--- src/rtl/credit_fifo_pkg.sv ---
// credit_fifo_pkg: shared state encoding and credit counter sizing for credit_fifo_sender
package credit_fifo_pkg;
  typedef enum logic [1:0] {IDLE, SEND, STALL, ERR} state_t;
  function automatic int credit_width(input int max_credits);
    return $clog2(max_credits + 1);
  endfunction
endpackage

--- src/rtl/credit_fifo_sender_if.sv ---
// credit_fifo_sender_if: local valid/ready input, FIFO write port and credit return
//   master (sender): in_data/in_valid/wcredit in; in_ready/wdata/wvalid/credits/credit_err out
//   slave: the mirror view used by local logic and the FIFO side
//   CREDIT_FIFO_SENDER_STATS_EN adds sent_count and stall_cycles
interface credit_fifo_sender_if import credit_fifo_pkg::*; #(
  parameter int DATA_WIDTH  = 8,
  parameter int MAX_CREDITS = 16,
  parameter int CW          = credit_width(MAX_CREDITS)
);
  logic [DATA_WIDTH-1:0] in_data;
  logic                  in_valid;
  logic                  in_ready;
  logic [DATA_WIDTH-1:0] wdata;
  logic                  wvalid;
  logic                  wcredit;
  logic [CW-1:0]         credits;
  logic                  credit_err;
`ifdef CREDIT_FIFO_SENDER_STATS_EN
  logic [31:0]           sent_count;
  logic [31:0]           stall_cycles;
  modport master(input in_data, in_valid, wcredit,
                 output in_ready, wdata, wvalid, credits, credit_err, sent_count, stall_cycles);
  modport slave(output in_data, in_valid, wcredit,
                input in_ready, wdata, wvalid, credits, credit_err, sent_count, stall_cycles);
`else
  modport master(input in_data, in_valid, wcredit,
                 output in_ready, wdata, wvalid, credits, credit_err);
  modport slave(output in_data, in_valid, wcredit,
                input in_ready, wdata, wvalid, credits, credit_err);
`endif
endinterface

--- src/rtl/credit_fifo_skid_queue.sv ---
// credit_fifo_skid_queue: 2-entry FIFO-order word buffer
//   i_push/i_data write a word, i_pop drops the head, o_head is the oldest word, o_count 0..2
module credit_fifo_skid_queue #(
  parameter int DATA_WIDTH = 8
) (
  input  logic                  clk,
  input  logic                  reset,
  input  logic                  i_push,
  input  logic [DATA_WIDTH-1:0] i_data,
  input  logic                  i_pop,
  output logic [DATA_WIDTH-1:0] o_head,
  output logic [1:0]            o_count
);
  logic [DATA_WIDTH-1:0] r_mem [2];
  logic                  r_rd;
  logic                  r_wr;
  logic [1:0]            r_cnt;
  always_ff @(posedge clk)
    if (i_push) r_mem[r_wr] <= i_data;
  always_ff @(posedge clk or posedge reset)
    if (reset) begin
      r_rd  <= 1'b0;
      r_wr  <= 1'b0;
      r_cnt <= 2'd0;
    end else begin
      if (i_push) r_wr <= !r_wr;
      if (i_pop) r_rd <= !r_rd;
      r_cnt <= r_cnt + 2'(i_push) - 2'(i_pop);
    end
  assign o_head  = r_mem[r_rd];
  assign o_count = r_cnt;
endmodule

--- src/rtl/credit_fifo_sender.sv ---
// credit_fifo_sender: credit-gated transmitter feeding a FIFO write port from a 2-entry skid queue
//   clk/reset (async, active-high); bus: credit_fifo_sender_if master modport
//   CREDIT_FIFO_SENDER_STATS_EN adds 32-bit wrapping sent_count and stall_cycles
module credit_fifo_sender import credit_fifo_pkg::*; #(
  parameter int DATA_WIDTH   = 8,
  parameter int INIT_CREDITS = 16,
  parameter int MAX_CREDITS  = 16
) (
  input logic                  clk,
  input logic                  reset,
  credit_fifo_sender_if.master bus
);
  localparam int CW = credit_width(MAX_CREDITS);
  state_t                r_state;
  logic [CW-1:0]         r_credits;
  logic                  r_wvalid;
  logic [DATA_WIDTH-1:0] r_wdata;
  logic                  r_err;
  logic [DATA_WIDTH-1:0] w_head;
  logic [1:0]            w_cnt;
  logic [1:0]            w_cnt_next;
  logic                  w_push;
  logic                  w_send;
  logic                  w_ovf;
  logic [CW:0]           w_credits_next;
  credit_fifo_skid_queue #(.DATA_WIDTH(DATA_WIDTH)) u_queue (
    .clk(clk), .reset(reset), .i_push(w_push), .i_data(bus.in_data),
    .i_pop(w_send), .o_head(w_head), .o_count(w_cnt)
  );
  // fullness is taken before any pop, so a full queue refuses input even while draining
  assign bus.in_ready   = w_cnt != 2'd2 && r_state != ERR;
  assign w_push         = bus.in_valid && bus.in_ready;
  assign w_send         = w_cnt != 2'd0 && r_credits != '0 && r_state != ERR;
  // one extra bit so a return at MAX_CREDITS is visible as overflow
  assign w_credits_next = {1'b0, r_credits} - (CW+1)'(w_send) + (CW+1)'(bus.wcredit);
  assign w_ovf          = r_state != ERR && w_credits_next > (CW+1)'(MAX_CREDITS);
  assign w_cnt_next     = w_cnt + 2'(w_push) - 2'(w_send);
  always_ff @(posedge clk or posedge reset)
    if (reset) begin
      r_state   <= IDLE;
      r_credits <= CW'(INIT_CREDITS);
      r_wvalid  <= 1'b0;
      r_wdata   <= '0;
      r_err     <= 1'b0;
    end else begin
      r_wvalid <= w_send;
      if (w_send) r_wdata <= w_head;
      r_err <= r_err | w_ovf;
      if (r_state != ERR) r_credits <= w_ovf ? CW'(MAX_CREDITS) : w_credits_next[CW-1:0];
      r_state <= (r_state == ERR || w_ovf) ? ERR :
                 w_cnt_next == 2'd0        ? IDLE :
                 w_credits_next != '0      ? SEND : STALL;
    end
  assign bus.wvalid     = r_wvalid;
  assign bus.wdata      = r_wdata;
  assign bus.credits    = r_credits;
  assign bus.credit_err = r_err;
`ifdef CREDIT_FIFO_SENDER_STATS_EN
  logic [31:0] r_sent_count;
  logic [31:0] r_stall_cycles;
  always_ff @(posedge clk or posedge reset)
    if (reset) begin
      r_sent_count   <= '0;
      r_stall_cycles <= '0;
    end else begin
      r_sent_count   <= r_sent_count + 32'(w_send);
      r_stall_cycles <= r_stall_cycles + 32'(r_state == STALL);
    end
  assign bus.sent_count   = r_sent_count;
  assign bus.stall_cycles = r_stall_cycles;
`endif
endmodule

--- src/flat_wrapper.sv ---
// flat-port wrapper written by rule: the top's interface ports become plain ports
module credit_fifo_sender_flat import credit_fifo_pkg::*;
#(
  parameter int DATA_WIDTH   = 8,
  parameter int INIT_CREDITS = 16,
  parameter int MAX_CREDITS  = 16
)
  (clk, reset, bus_in_data, bus_in_valid, bus_wcredit, bus_in_ready, bus_wdata, bus_wvalid, bus_credits, bus_credit_err);
  credit_fifo_sender_if #(.DATA_WIDTH(DATA_WIDTH), .MAX_CREDITS(MAX_CREDITS)) bus_i ();
  input logic clk;
  input logic reset;
  input wire logic [$bits(bus_i.in_data)-1:0] bus_in_data;
  input wire logic [$bits(bus_i.in_valid)-1:0] bus_in_valid;
  input wire logic [$bits(bus_i.wcredit)-1:0] bus_wcredit;
  output wire logic [$bits(bus_i.in_ready)-1:0] bus_in_ready;
  output wire logic [$bits(bus_i.wdata)-1:0] bus_wdata;
  output wire logic [$bits(bus_i.wvalid)-1:0] bus_wvalid;
  output wire logic [$bits(bus_i.credits)-1:0] bus_credits;
  output wire logic [$bits(bus_i.credit_err)-1:0] bus_credit_err;
  assign bus_i.in_data = bus_in_data;
  assign bus_i.in_valid = bus_in_valid;
  assign bus_i.wcredit = bus_wcredit;
  assign bus_in_ready = bus_i.in_ready;
  assign bus_wdata = bus_i.wdata;
  assign bus_wvalid = bus_i.wvalid;
  assign bus_credits = bus_i.credits;
  assign bus_credit_err = bus_i.credit_err;
  credit_fifo_sender #(.DATA_WIDTH(DATA_WIDTH), .INIT_CREDITS(INIT_CREDITS), .MAX_CREDITS(MAX_CREDITS)) u_core (.clk(clk), .reset(reset), .bus(bus_i));
endmodule
--- config.mk ---
export PLATFORM = sky130hd
export DESIGN_NAME = credit_fifo_sender_flat
export DESIGN_NICKNAME = d
export VERILOG_FILES = /design/src/rtl/credit_fifo_pkg.sv /design/src/rtl/credit_fifo_sender_if.sv /design/src/rtl/credit_fifo_skid_queue.sv /design/src/rtl/credit_fifo_sender.sv /design/src/flat_wrapper.sv
export SDC_FILE = /design/constraint.sdc
export NUM_CORES = 1
export LEC_CHECK = 0
export BUFFER_PORTS_ARGS = -buffer_cell sky130_fd_sc_hd__buf_2
export CAP_MARGIN = 10
export CELL_PAD_IN_SITES_DETAIL_PLACEMENT = 0
export CELL_PAD_IN_SITES_GLOBAL_PLACEMENT = 1
export CORE_UTILIZATION = 49
export DETAILED_ROUTE_END_ITERATION = 8
export PLACE_DENSITY = 0.85
export RECOVER_POWER = 50
export SYNTH_ARGS = -nofsm -noshare
export SYNTH_HDL_FRONTEND = slang
export SYNTH_HIERARCHICAL = 1
export SYNTH_SLANG_ARGS = --single-unit
export TNS_END_PERCENT = 100
--- constraint.sdc ---
create_clock -name clk -period 8.81 [get_ports clk]
set_input_delay 0.4405 -clock clk [delete_from_list [all_inputs] [get_ports clk]]
set_output_delay 0.4405 -clock clk [all_outputs]
set_load 0.05 [all_outputs]
# After elaboration in Yosys (flattened, before gate mapping)
# Memory sizes are Yosys's and may differ from the RTL's. A register that Yosys moved wholly into a read port is not among the register bits.
# Index checks and enable logic that the tools add are counted.
# word_totals
ff_bits	13
mem_bits_rw	16
in_bits	12
out_inout_bits	16
word_cells	35
n_memories	1
# memory_table
memory	words	width	rd	rd_ports_with_merged_regs	wr	line	source
u_core.u_queue.r_mem	2	8	1	1	1	credit_fifo_skid_queue.sv:14	logic [DATA_WIDTH-1:0] r_mem [2];
# op_classes
addsub	4
magnitude_cmp	1
eq_ne	3
muxes	6
bitwise	1
reduce_logical	12
# op_table
op	n
$add A6 B1 Y6	1
$gt A6 B5 Y1 const B	1
$mux W2	3
$reduce_bool A6 Y1	1
$sub A5 B1 Y6	1
$logic_and A1 B1 Y1	5
$mux W5	1
$reduce_bool A5 Y1	1
$ne A2 B2 Y1 const B	2
$add A2 B1 Y2	1
$eq A2 B2 Y1 const B	1
$logic_not A1 Y1	2
$logic_not A2 Y1	1
$mux W1	2
$reduce_bool A2 Y1	1
$sub A2 B1 Y2	1
$logic_or A1 B1 Y1	1
$or A1 B1 Y1	1

# Longest topological paths before layout
# Gate-level depths: netlist of the first run.
# depth
depth_word	9
mapped_depth	13
ltp_nobuf	13

# Cells and area by module
# Netlist of the first run, hierarchy kept.
# modules_own_cells
module	n_inst	cells_per_inst	area_per_inst_um2	seq_area_each_um2
credit_fifo_sender	1	95	1016.0	426.7
credit_fifo_skid_queue	1	39	802.0	580.6

# Worst setup path after synthesis of the first run
# Ideal clock, no wire load.
# synth_timing
kind	register to register
from	register u_core.r_credits[2] (netlist: u_core/bus.credits[2])
to	register u_core.r_state[0]
setup_time_ps	131
t_arrival_ps	3971
required_ps	8679
setup_slack_ps	4708
path_stages_with_launch	13
period_less_slack_ps	4102
path_cell_list	dfrtp_1 inv_1 ha_1 a41oi_1 ha_1 inv_1 ha_1 inv_1 fa_1 xnor2_1 or4_4 maj3_2 or3_1
# synth_via
elab_chain_cells	9
# synth_lines
item	line	source
start: declaration	credit_fifo_sender.sv:15	logic [CW-1:0] r_credits;
start signal: assignment	credit_fifo_sender.sv:41	r_credits <= CW'(INIT_CREDITS);
start signal: assignment	credit_fifo_sender.sv:49	if (r_state != ERR) r_credits <= w_ovf ? CW'(MAX_CREDITS) : w_credits_next[CW-1:0];
$reduce_bool A5 Y1 (*)	credit_fifo_sender.sv:33	assign w_send = w_cnt != 2'd0 && r_credits != '0 && r_state != ERR;
$logic_and A1 B1 Y1 (*) (2 in a row)	credit_fifo_sender.sv:33	
named net u_core.w_send	credit_fifo_sender.sv:23	logic w_send;
$sub A5 B1 Y6	credit_fifo_sender.sv:35	assign w_credits_next = {1'b0, r_credits} - (CW+1)'(w_send) + (CW+1)'(bus.wcredit);
$add A6 B1 Y6	credit_fifo_sender.sv:35	
$gt A6 B5 Y1 or $reduce_bool A6 Y1 (tied branches)	credit_fifo_sender.sv:36, credit_fifo_sender.sv:52	
$logic_and A1 B1 Y1 or $mux W2 (tied branches)	credit_fifo_sender.sv:36, credit_fifo_sender.sv:52	
$logic_or A1 B1 Y1 or $mux W2 (tied branches)	credit_fifo_sender.sv:50, credit_fifo_sender.sv:51	
$mux W2 (*)	credit_fifo_sender.sv:50	r_state <= (r_state == ERR || w_ovf) ? ERR :
end signal: assignment	credit_fifo_sender.sv:50	
end: declaration	credit_fifo_sender.sv:14	state_t r_state;
# Mark *: on every way through the listed nets, which the timed path passes. The rest lies on a longest branch.
# A chain may end at the register's enable or synchronous reset.

# Worst setup path after layout of the first run
# layout_timing
from	register u_core.r_state[0]
to	register u_core.r_state[1]
# layout_via
elab_chain_cells	8
# layout_lines
item	line
$ne A2 B2 Y1 (*)	credit_fifo_sender.sv:33
$logic_and A1 B1 Y1 (*)	credit_fifo_sender.sv:33
named net u_core.w_send	credit_fifo_sender.sv:23
$sub A5 B1 Y6	credit_fifo_sender.sv:35
$add A6 B1 Y6	credit_fifo_sender.sv:35
$gt A6 B5 Y1 or $reduce_bool A6 Y1 (tied branches)	credit_fifo_sender.sv:36, credit_fifo_sender.sv:52
$logic_and A1 B1 Y1 or $mux W2 (tied branches)	credit_fifo_sender.sv:36, credit_fifo_sender.sv:52
$logic_or A1 B1 Y1 or $mux W2 (tied branches)	credit_fifo_sender.sv:50, credit_fifo_sender.sv:51
$mux W2 (*)	credit_fifo_sender.sv:50
# Marks and branches as above.

==> reports/qor.txt, run 1 <==
Outcome: finished clean
Setup TNS: 0 ns
Final net count: 191
Initial drt markers: 28
Delay-heaviest family, CP: compound AO/OA/AOI/OAI gates
Setup Fix Bufs, Post-CTS: 0
1st-pass router iterations: 4
Layout cell share with drive strength beyond 1: 27.5%
Final HPWL DP: 2430 µm
Commonest non-fill, non-tap cell in the layout: dfrtp_1
Synthesized instance count: 134
Type of the worst setup path: register to register
Synth Area in Adders: 9.29%
Vias in the first global route: 1226
Synthesized net count: 158
Reg2reg end: u_core/r_state[1]
Critical path data required time: 8.93 ns
Share of synthesized registers carrying an async set or reset: 56.8%
Root Buffer Master: clkbuf_8
Design area: 2090 µm²
GR Util All Layers: 18.7%
Synth warn: 6
CTS tree: done
Highest metal used: met4
Yosys cell types: 40
Reg2Reg Setup Slack: 4.83 ns
Mapped Area: 1820 µm²
Crit-path slowest cell: clkbuf_1
Count of buffer and inverter cells on the critical path: 3
Routed met2 length: 1630 µm
Clk_lat worst skew: 0.28 ns
R2R depth: 13
Vias: 1111
First-pass GRT wire length: 5640 µm
Post_cts resized: 0
Final WL: 3160 µm
Sequential area share after synthesis: 55.4%
Crit-path cells: nand2_1, o21ai_0, a41oi_1, clkbuf_1, ha_1, inv_1, ha_1, inv_1, fa_1, xnor2_1, or4_4, a21oi_1, o311ai_0
GRT overflow: 0
Worst path arrival time: 4.10 ns
Worst R2R Start: u_core/r_state[0]
Xor/xnor cell area share of the yosys netlist: 4.20%
Commonest non-fill, non-tap cells in the layout: dfrtp_1, inv_1, buf_2, edfxtp_1, clkbuf_1
Gpl congestion: 0.931
Largest family of logic cells by synthesized area: multiplexers
Clock-pin slew on the worst setup and hold paths: 0.07 ns
Worst vdd ir: 89.7 µV
Standard-cell rows: 21
Tightest Pin Transition: 0.747 ns
Area after DPL: 2000 µm²
Max incr delay on CP: 0.59 ns
Antenna-violating nets left: 0
Htree depth: 2
Setup Viol. Count Final: 0
Tcrit/Tclk final: 45.2%
Largest net degree at the start of global routing: 18
Unrepaired setup endpoints after global routing: false
Mux contribution to synthesized area: 11.6%
Area Growth Syn to Fin: 14.9%
CTS Buf Count: 5
Fin. max-slew vios: 0
Initial Utilization: 52.8%
Clk buf depth: 2
CORE AREA: 3440 µm²
Placed Cells: 206
CTS Sinks: 37
Number of synthesized flops with an enable pin: 16
Hold Buf Count CTS: 0
Vias per inst: 5.22
Die span in x: 62.9 µm
Metal3 WL: 109 µm
Final Hold Viols: 0
Initial antenna violation count: 0
Leakage: 0.000975 µW
Tmin final: 3.98 ns
DIE HEIGHT: 62.9 µm
Most frequently used flop master after synthesis: dfrtp_1
Final non-filler cell total: 213
Post-synthesis compound-gate area fraction: 6.74%
Startpoint types: register
M1 WL: 1370 µm
CP max FO: 13
Mapped Avg Cell Area: 13.6 µm²
Total Die Area: 3960 µm²
Simple logic cell fraction of the synthesized area: 8.47%
I/O pin count: 28
CP Capture Type: register
Max Clock Freq: 0.251 GHz
Clock skew: 0.00908 ns
Max Cap Violations: 0
# port buffers: 27
Register bit total from synthesis: 37
Worst Hold Class: input port to async pin
Number of remaining DRC errors: 0
Routed length per instance: 14.8 µm
Diodes inserted: 0
Slew HR: 50.1%
PD cells: 155 nW/µm²
==> how the worst max path moves through the flow <==
stage,start,to,slack [ns],cells past startpoint
2_1_floorplan,u_core/bus.credits[2],u_core/r_state[0],4.71,12
3_3_place_gp,u_core/bus.credits[2],u_core/r_state[1],5.40,13
3_5_place_dp,u_core/bus.credits[2],u_core/r_state[1],5.31,13
4_1_cts,u_core/bus.credits[2],u_core/r_state[1],5.28,13
5_1_grt,u_core/r_state[0],u_core/r_state[1],4.49,13
6_report,u_core/r_state[0],u_core/r_state[1],4.83,13
==> state kept, by name, summed over array words and instances, names as in the netlist <==
register / count
u_core/bus.credit_err: 1
u_core/bus.credits: 5
u_core/u_queue/r_mem: 16
u_core/u_queue/r_rd: 1
u_core/bus.wdata: 8
u_core/u_queue/r_wr: 1
u_core/r_state: 2
u_core/u_queue/o_count: 2
u_core/bus.wvalid: 1
==> synthesized netlist by cell type (3+ instances only) <==
| cell type | n | area (µm²) |
|---|---|---|
| a21oi_1 | 5 | 25.0 |
| dfrtp_1 | 20 | 500 |
| edfxtp_1 | 16 | 480 |
| ha_1 | 11 | 138 |
| inv_1 | 17 | 63.8 |
| mux2_2 | 8 | 90.1 |
| mux2_4 | 8 | 120 |
| nor2_1 | 6 | 22.5 |
| xnor2_1 | 3 | 26.3 |
| xor2_1 | 3 | 26.3 |
==> power by group <==
group	leakage (µW)	internal [µW]	switching [µW]
Combinational	0.000503	2.30	3.80
Sequential	0.000418	180	0
Clock	0.0000540	82.2	56.1
Total	0.000975	265	59.9
==> cell families after synthesis <==
kind of cell	count (synthesis)
fa+ha+maj	13
xor+xnor	7
flops	37
compound gates	17
mux	16
simple gates	25
buf+inv	19
==> through the flow <==
| stage | total power, µW | utilization [%] | setup WS [ns] | hold slack, ns |
|---|---|---|---|---|
| after floorplan | 186 | - | 4.71 | 0.207 |
| after CTS | 328 | 61.2 | 5.28 | 0.0371 |
| after global routing | 335 | 60.7 | 4.49 | 0.0575 |
| final | 324 | 60.7 | 4.83 | 0.0388 |
| after global placement | 190 | 58.2 | 5.40 | 0.344 |
| after detailed placement | 190 | 58.2 | 5.31 | 0.343 |
==> area by class of cell <==
| class | instances | area [µm²] |
|---|---|---|
| Clock buffer | 5 | 68.8 |
| Clock inverter | 2 | 35.0 |
| Fill cell | 298 | 1350 |
| Inverter | 17 | 63.8 |
| Multi-Input combinational cell | 78 | 732 |
| Sequential cell | 37 | 1010 |
| Tap cell | 46 | 57.6 |
| Timing Repair Buffer | 28 | 125 |
==> per-layer routing <==
layer  track usage (%)  up-vias
met5                 0        -
met3              3.47        6
met1              23.1      539
li1                  -      540
met4              9.01        0
met2              31.2       26
Note: power is estimated with default switching activity, not from simulation.
==> run 2, diff against run 1 <==
--- a/config.mk
+++ b/config.mk
@@ -9,9 +9,9 @@
 export CAP_MARGIN = 10
 export CELL_PAD_IN_SITES_DETAIL_PLACEMENT = 0
 export CELL_PAD_IN_SITES_GLOBAL_PLACEMENT = 1
-export CORE_UTILIZATION = 49
+export CORE_UTILIZATION = 45
 export DETAILED_ROUTE_END_ITERATION = 8
-export PLACE_DENSITY = 0.85
+export PLACE_DENSITY = 0.79
 export RECOVER_POWER = 50
 export SYNTH_ARGS = -nofsm -noshare
 export SYNTH_HDL_FRONTEND = slang
==> constraint.sdc (replaced) <==
create_clock -name clk -period 4 [get_ports clk]
set_input_delay 0.2 -clock clk [delete_from_list [all_inputs] [get_ports clk]]
set_output_delay 0.2 -clock clk [all_outputs]
set_load 0.05 [all_outputs]
==> reports/qor.txt, run 2 (synthesis results as in run 1) <==
I/O pin count: 28 (unchanged)
GRT overflow: 0 (unchanged)
CTS Sinks: 37 (unchanged)
Sw frac: 18.9% (+0.47 points)
Outcome: finished clean
Int Pwr: 543 µW (+110%)
Die span in x: 65.6 µm (+4.2%)
Tightest Pin Transition: 0.783 ns (+0.0364 ns)
Diodes inserted: 0 (unchanged)
Final WL: 3050 µm (-3.3%)
Vias per inst: 5.08 (-2.6%)
Reg2reg end: u_core/r_state[1]
Worst Hold Depth: 1
Slew HR: 47.7% (-2.4 points)
Routed length per instance: 14.1 µm (-5.1%)
Layout cell share with drive strength beyond 1: 28.4% (+0.86 points)
Clk_lat worst skew: 0.28 ns (about the same)
Reg2Reg Setup Slack: 0.67 ns (-4.16 ns)
Type of the worst setup path: register to register
Leakage: 0.000973 µW (-0.18%)
Setup ws final: 0.672 ns (-4.16 ns)
Combinational Power Share: 2.1% (+0.2 points)
Total Die Area: 4300 µm² (+8.6%)
Largest net degree at the start of global routing: 18 (unchanged)
Initial Utilization: 48.2% (-4.6 points)
WHS Endpoint: u_core/u_queue/r_mem[1][3]
Final Hold Viols: 0 (unchanged)
Dpl ws: 0.705 ns (-4.61 ns)
First-pass GRT wire length: 5220 µm (-7.5%)
Register area: 1010 µm² (unchanged)
CP Capture Type: register
Max Clock Freq: 0.301 GHz (+20%)
Vias in the first global route: 1147 (-6.4%)
CP max FO: 6 (-7)
Max Cap Violations: 0 (unchanged)
Worst vdd ir: 281 µV (+210%)
Sequential Power Share: 59.2% (+3.7 points)
GR Util All Layers: 16.8% (-1.8 points)
Number of remaining DRC errors: 0 (unchanged)
Crit-path slowest cell: or4_4
Area Growth Syn to Fin: 15.6%
Htree depth: 2 (unchanged)
CTS tree: done
Standard-cell rows: 22 (+4.8%)
Gpl congestion: 0.775 (-17%)
Area of the multi-input gates: 739 µm² (+1.0%)
Setup Viol. Count Final: 0 (unchanged)
Worst R2R Start: u_core/bus.credits[2]
Clock-pin slew on the worst setup and hold paths: 0.07 ns (about the same)
CORE AREA: 3770 µm² (+9.6%)
1st-pass router iterations: 4 (unchanged)
Switching Power: 127 µW (+110%)
CTS Buf Count: 5 (unchanged)
R2R depth: 12 (-1)
Critical path data required time: 4.11 ns (-4.82 ns)
Initial antenna violation count: 0 (unchanged)
Unrepaired setup endpoints after global routing: false
Crit-path cells: inv_1, ha_1, a41oi_2, ha_1, inv_1, ha_1, inv_1, fa_1, xnor2_1, or4_4, a21oi_1, o311ai_0
Commonest non-fill, non-tap cells in the layout: dfrtp_1, buf_2, inv_1
PD cells: 319 nW/µm² (+110%)
# port buffers: 27 (unchanged)
Max incr delay on CP: 0.50 ns (-0.09 ns)
Initial drt markers: 14 (-50%)
Clk buf depth: 2 (unchanged)
Setup crit start: u_core/bus.credits[2]
Top reg by flops: u_core/u_queue/r_mem
Worst path arrival time: 3.44 ns (-0.66 ns)
Final HPWL DP: 2340 µm (-3.6%)
Max FFs per register: 16 (unchanged)
Startpoint types: register
Root Buffer Master: clkbuf_8
Delay-heaviest family, CP: adder cells
Clock network power share: 38.6% (-4.0 points)
Worst Hold Class: input port to register
Tmin final: 3.33 ns (-0.651 ns)
Antenna-violating nets left: 0 (unchanged)
Tcrit/Tclk final: 83.2% (+38 points)
Fin. max-slew vios: 0 (unchanged)
Commonest non-fill, non-tap cell in the layout: dfrtp_1
Count of buffer and inverter cells on the critical path: 3 (unchanged)
Setup TNS: 0 ns (unchanged)
Vias: 1102 (-0.81%)
Final net count: 192 (+0.52%)
Fill count: 315 (+5.7%)
DIE HEIGHT: 65.6 µm (+4.2%)
Clock skew: 0.00426 ns (-0.00482 ns)
HP Start: bus_in_data[3]
==> run 2: per-stage QoR <==
stage	hold WS [ns]	total power [µW]	std cells	utilization (%)	cell area, µm²
CTS	0.0908	681	217	56.0	2110
global route	0.0869	696	217	55.7	2100
global placement	0.0966	418	208	53.4	2010
finish	0.104	670	217	55.7	2100
detailed placement	0.101	418	208	53.4	2010
floorplan	-0.0339	410	134	-	1830
==> run 2: how the worst max path moves through the flow <==
stage | end | slack [ns] | cells after the start
2_1_floorplan | u_core/r_state[0] | 0.19 | 12
3_3_place_gp | u_core/r_state[0] | 0.83 | 12
3_5_place_dp | u_core/r_state[1] | 0.70 | 12
4_1_cts | u_core/r_state[1] | 0.67 | 12
5_1_grt | u_core/r_state[1] | 0.44 | 12
6_report | u_core/r_state[1] | 0.67 | 12
==> run 2: worst reg2reg max path: stages, from the launching register on <==
cell and delay (ns):
dfrtp_1 0.38, inv_1 0.09, ha_1 0.21, a41oi_2 0.22, ha_1 0.26, inv_1 0.05
ha_1 0.17, inv_1 0.06, fa_1 0.41, xnor2_1 0.17, or4_4 0.50, a21oi_1 0.41
o311ai_0 0.23
==> run 2: repair_timing <==
| item | CTS | global route |
|---|---|---|
| setup buffers | 0 | 0 |
| hold buffers | 1 | 0 |
| setup endpoints to repair | 0 | 0 |
| resized for setup | 0 | 0 |
| endpoints found under the hold margin | 4 | 0 |
==> run 2: power groups by stage <==
stage	Sequential, µW	Clock [µW]	Combinational [µW]
2_1_floorplan	404	0	6.09
3_3_place_gp	404	0	13.4
3_5_place_dp	404	0	14.2
4_1_cts	397	269	15.2
5_1_grt	396	283	16.7
6_report	397	259	14.4
==> run 2: cell type report <==
cell class,count,area share (%)
Tap cell,48,2.86
Timing Repair Buffer,29,6.67
Inverter,17,3.04
Sequential cell,37,47.9
Clock buffer,8,4.29
Multi-Input combinational cell,78,35.2
==> run 2: metal layers <==
layer	vias up	part of all wire (%)	GRT usage [%]	wire length, µm
met5	-	0	0	0
met4	0	1.2	6.52	36
met3	5	2.4	3.65	74
met2	18	56	32.3	1720
met1	541	40	17.5	1220
li1	538	-	-	-
